**src/rtl/regfile_write_arbiter.sv**
```systemverilog
// regfile_write_arbiter
//   Shares the single register-file write port between two write-back
//   requesters (req0 = ALU, req1 = load unit) using round-robin arbitration
//   with valid/ready handshakes. An accepted write is issued to the register
//   file one cycle later through registered RegWrite/WriteReg/WriteData.
//   A per-register pending scoreboard lets decode detect RAW hazards on
//   ReadReg1/ReadReg2 until the outstanding write has committed.
//
// Ports
//   clk, reset               clock, synchronous active-high reset
//   req0_* / req1_*          write-back requests (valid, reg, data) and ready
//   rsv_valid, rsv_reg       decode reservation of a destination register
//   ReadReg1/2, hazard1/2    hazard queries against the pending scoreboard
//   RegWrite, WriteReg,
//   WriteData, grant_id      registered register-file write port and source
//   idle                     nothing pending and no write in flight
module regfile_write_arbiter #(
    parameter int DATA_W = 32,
    parameter int ADDR_W = 5
) (
    input  logic              clk,
    input  logic              reset,
    input  logic              req0_valid,
    input  logic [ADDR_W-1:0] req0_reg,
    input  logic [DATA_W-1:0] req0_data,
    output logic              req0_ready,
    input  logic              req1_valid,
    input  logic [ADDR_W-1:0] req1_reg,
    input  logic [DATA_W-1:0] req1_data,
    output logic              req1_ready,
    input  logic              rsv_valid,
    input  logic [ADDR_W-1:0] rsv_reg,
    input  logic [ADDR_W-1:0] ReadReg1,
    input  logic [ADDR_W-1:0] ReadReg2,
    output logic              hazard1,
    output logic              hazard2,
    output logic              RegWrite,
    output logic [ADDR_W-1:0] WriteReg,
    output logic [DATA_W-1:0] WriteData,
    output logic              grant_id,
    output logic              idle
);

    localparam int NREG = 2 ** ADDR_W;

    logic              lastGrant;
    logic [NREG-1:0]   pending;
    logic [NREG-1:0]   pendingNext;
    logic              grant0;
    logic              grant1;
    logic              hs0;
    logic              hs1;
    logic              hsAny;
    logic [ADDR_W-1:0] hsReg;
    logic [DATA_W-1:0] hsData;

    // Round-robin: on contention the requester that did not win last time
    // is granted; a lone requester is always granted.
    always_comb begin
        grant0 = req0_valid & (~req1_valid | lastGrant);
        grant1 = req1_valid & (~req0_valid | ~lastGrant);
    end

    assign req0_ready = grant0 & ~reset;
    assign req1_ready = grant1 & ~reset;

    always_comb begin
        hs0    = req0_valid & req0_ready;
        hs1    = req1_valid & req1_ready;
        hsAny  = hs0 | hs1;
        hsReg  = hs1 ? req1_reg : req0_reg;
        hsData = hs1 ? req1_data : req0_data;
    end

    // Clear for the committing write is applied first so that a reservation
    // of the same register on the same edge survives (newer reservation).
    always_comb begin
        pendingNext = pending;
        if (RegWrite) begin
            pendingNext[WriteReg] = 1'b0;
        end
        if (rsv_valid && rsv_reg != '0) begin
            pendingNext[rsv_reg] = 1'b1;
        end
    end

    always_ff @(posedge clk) begin
        if (reset) begin
            RegWrite  <= 1'b0;
            WriteReg  <= '0;
            WriteData <= '0;
            grant_id  <= 1'b0;
            pending   <= '0;
            lastGrant <= 1'b1;
        end else begin
            pending <= pendingNext;
            // Writes to register 0 are accepted and silently consumed.
            RegWrite <= hsAny && (hsReg != '0);
            if (hsAny) begin
                lastGrant <= hs1;
            end
            if (hsAny && hsReg != '0) begin
                WriteReg  <= hsReg;
                WriteData <= hsData;
                grant_id  <= hs1;
            end
        end
    end

    // pending[0] is never set, so register 0 never reports a hazard.
    assign hazard1 = pending[ReadReg1];
    assign hazard2 = pending[ReadReg2];
    assign idle    = (pending == '0) & ~RegWrite;

endmodule

```
**config.mk**
```make
export PLATFORM = sky130hd
export DESIGN_NAME = regfile_write_arbiter
export DESIGN_NICKNAME = d
export VERILOG_FILES = /design/src/rtl/regfile_write_arbiter.sv
export SDC_FILE = /design/constraint.sdc
export NUM_CORES = 1
export LEC_CHECK = 0
export ABC_CLOCK_PERIOD_IN_PS = 1650
export BUFFER_PORTS_ARGS = -buffer_cell sky130_fd_sc_hd__buf_2
export CORE_ASPECT_RATIO = 1.5
export CORE_MARGIN = 2
export CORE_UTILIZATION = 50
export CTS_CLUSTER_DIAMETER = 100
export DETAILED_ROUTE_END_ITERATION = 6
export PLACE_DENSITY = 0.77
export SKIP_LAST_GASP = 1
export SLEW_MARGIN = 20
export SYNTH_ARGS = -nofsm -noshare
export SYNTH_HDL_FRONTEND = slang
export SYNTH_SLANG_ARGS = --single-unit
```
**constraint.sdc**
```tcl
create_clock -name clk -period 1.65 [get_ports clk]
set_input_delay 0.0825 -clock clk [delete_from_list [all_inputs] [get_ports clk]]
set_output_delay 0.0825 -clock clk [all_outputs]
set_load 0.02 [all_outputs]
```
==> metrics.md <==
| Metric | Value |
|---|---|
| Status | `complete, but fails checks` |
| Violated checks | `setup timing` |
| Final antenna-violating net count | `0` |
| Htree depth | `3` |
| Clock skew | `0.00456 ns` |
| Max Slew Vio Count | `0` |
| Vias in the first global route | `3966` |
| Power Total | `4.81 mW` |
| Sequential area share after synthesis | `36.3%` |
| Max_slew headroom | `between 60% and 70%` |
| Hold Path End | `WriteData[31]` |
| Max FO, Critical Path | `4` |
| Top FF cell, synth | `dfxtp_1` |
| Drt pass-1 iters | `5` |
| Wire per inst | `about 17 microns` |
| Maxcap violations | `0` |
| Flop2flop setup slack | `0.13 ns` |
| Synthesized Nets | `539` |
| CTS hold repair buffers | `0` |
| Yosys top cell area share | `between 30% and 40%` |
| First-pass GRT wire length | `roughly 19000 microns` |
| Met2 wire len | `roughly 6000 microns` |
| Effective utilization at floorplan | `51.8%` |
| Leak | `2.47 nW` |
| Root Buffer | `clkbuf_16` |
| Worst EP required | `1.57 ns` |
| Synth warn | `0` |
| Minimum clock period after layout | `1.68 ns` |
| Area grow syn2layout | `31.5%` |
| Worst r2r dst | `WriteReg[4]` |
| Total Wirelength | `11800 microns` |
| Vias after detailed routing | `between 3000 and 4000` |
| Final Instance Area | `0.00522 sq mm` |
| Crit path kind | `reg2out` |
| Max VDD drop | `approximately 0.57 mV` |
| Worst-case reg-to-reg path depth | `6` |
| Final setup violation count | `3` |
| Clock buffer depth | `2` |
| Die height | `approximately 110 microns` |
| # diodes | `0` |
| Distinct cell type count after synthesis | `36` |
| Initial DRC count | `~290` |
| Post-synth EDFFs | `0` |
| Placed instance area | `0.00481 sq mm` |
| R2R Path Start | `lastGrant` |
| CTS tree | `built` |
| Min-delay worst type | `in2reg` |
| Arrival time worst endpoint | `1.59 ns` |
| Synthesized area | `0.00397 sq mm` |
| Clock sink count | `72` |
| Fin nets | `679` |
| Fin worst setup slack | `-0.0253 ns` |
| IO Port Bufs | `between 100 and 150` |
| Die Wd | `76.8 microns` |
| Largest net degree at the start of global routing | `33` |
| Initial antenna violation count | `0` |
| Layout cells sized above 1 | `33.6%` |
| Yosys reg bits | `72` |
| Vias/cell | `5.71` |
| Pwr per Cell Area | `approximately 920 mW/mm^2` |
| Core ar. | `0.00766 sq mm` |
| GR Util All Layers | `27.0%` |
| DRC | `0` |
| Final worst-path cycle share | `102%` |
| Tightest Pin Transition | `approximately 0.47 ns` |
| Final hold vios | `0` |
| Cells taking the most area after synthesis | `dfxtp_1 36%, mux2i_1 25%, nand2b_1 5.5%` |
| Worst Setup Start Kind | `flop` |
| Async SR Flop Fraction | `0%` |
| Final GP Congestion | `0.982` |
| Crit end category | `primary output` |
| Routed wl met3 | `around 900 microns` |
| CTS buffer count | `9` |
| IO Count | `between 100 and 150` |
| Highest metal used | `met4` |
| Worst hold start | `req1_data[31]` |
| RSZ-0062 raised after global routing | `true` |
| Hold path depth | `3` |
| Placement Rows | `39` |
| Area leader, netlist | `dfxtp_1` |
| Die footprint | `0.00869 sq mm` |
| Reg clk slew, reported paths | `0.06 ns` |
| Final Core Density | `68.2%` |
| Fmax | `roughly 0.60 GHz` |
| Met1 WL | `4290 microns` |
| Syn avg cell area | `8.92 sq um` |
| Global route overflow | `0` |
| HPWL after DPL | `8750 microns` |
| Clock latency at the later pin of the worst-skew pair | `approximately 0.33 ns` |
| Synth Instances | `445` |
-- cell usage in the layout (no fill, tap or decap), types with 2 or more instances in the layout --
master / count
nand3_1: 12
clkinv_2: 2
nor3b_1: 5
nand2_1: 51
inv_1: 6
o41ai_1: 3
nor3_1: 4
a311o_1: 2
buf_2: 134
and3_1: 2
clkbuf_8: 2
dfxtp_4: 2
or4_4: 2
nand2b_1: 35
dfxtp_1: 55
or3_1: 3
nor2_1: 8
buf_12: 4
dfxtp_2: 15
buf_4: 8
a21oi_1: 42
nand4b_1: 2
and3b_1: 2
o32ai_1: 4
mux2i_2: 5
o21ai_0: 34
and2_1: 2
nand4_1: 2
clkbuf_1: 2
a22oi_1: 8
mux2i_1: 95
clkbuf_16: 9
a211oi_1: 2
buf_6: 4
nor4_1: 5
nor2b_1: 5
-- synthesized netlist by cell type, types with 5 or more instances --
master	count
buf_2	8
nand2_1	51
nor2_1	8
nand2b_1	35
nor3_1	5
inv_1	6
o21ai_0	34
mux2i_1	101
nor4_1	7
nand3_1	12
nor3b_1	5
clkbuf_1	9
dfxtp_1	72
nor2b_1	5
a22oi_1	8
a21oi_1	42
-- cell type report --
class                      instances  area (sq um)
clock inverter                     3          40.0
sequential                        72          1470
timing repair buffer             150           856
clock buffer                      13           260
inverter                           6          22.5
multi-input combinational        346          2450
fill                             603          2440
tap                              102           128
-- critical path: stages, from the launching register on --
cell	delay [ns]
dfxtp_4	0.36
mux2i_2	0.19
a22oi_1	0.12
nand3_1	0.09
nand2_1	0.05
a311o_1	0.33
buf_6	0.14
-- sequential cells by signal (all words and copies together), names as in the netlist --
| register | count |
|---|---|
| RegWrite | 1 |
| WriteData | 32 |
| WriteReg | 5 |
| grant_id | 1 |
| lastGrant | 1 |
| pending | 32 |
-- metal layers --
layer	track usage (%)	vias up
met5	0	-
met4	14.4	0
met3	6.14	42
met2	49.4	208
met1	28.3	1804
li1	-	1899
-- cells by family after synthesis --
| family | share of synthesized area, % |
|---|---|
| mux | 25.7 |
| simple gates | 20.0 |
| compound gates | 14.5 |
| flops | 36.3 |
| buf+inv | 3.47 |
-- through the flow --
stage	hold WS [ns]	std cells	TNS, ns	setup WS, ns
6_report	0.0368	692	-0.0593	-0.0253
5_1_grt	0.0491	692	-0.200	-0.0854
4_1_cts	0.0257	692	0	0.00230
3_5_place_dp	0.374	675	0	0.0891
3_3_place_gp	0.360	675	0	0.158
2_1_floorplan	0.220	445	0	0.186
-- power by group --
part / switching (mW) / total, mW / internal [mW]
clock: 0.690 / 1.94 / 1.25
sequential: 0.0803 / 1.93 / 1.85
combinational: 0.536 / 0.945 / 0.408
total: 1.31 / 4.81 / 3.51
-- what timing repair did --
action	4_1_cts	5_1_grt
buffers inserted	1	0
resized for setup	17	20
pin swaps	6	12
setup endpoints to repair	3	11
-- how the worst max path moves through the flow --
stage,from,to,slack [ns],cells past startpoint
after detailed placement,lastGrant,WriteData[30],0.09,6
after floorplan,lastGrant,WriteData[10],0.19,6
after global routing,pending[19],idle,-0.09,5
after global placement,lastGrant,WriteData[26],0.16,6
after CTS,pending[14],hazard2,0.002,6
final,pending[27],hazard1,-0.03,6
No activity file was read; power rests on OpenSTA's default activity.
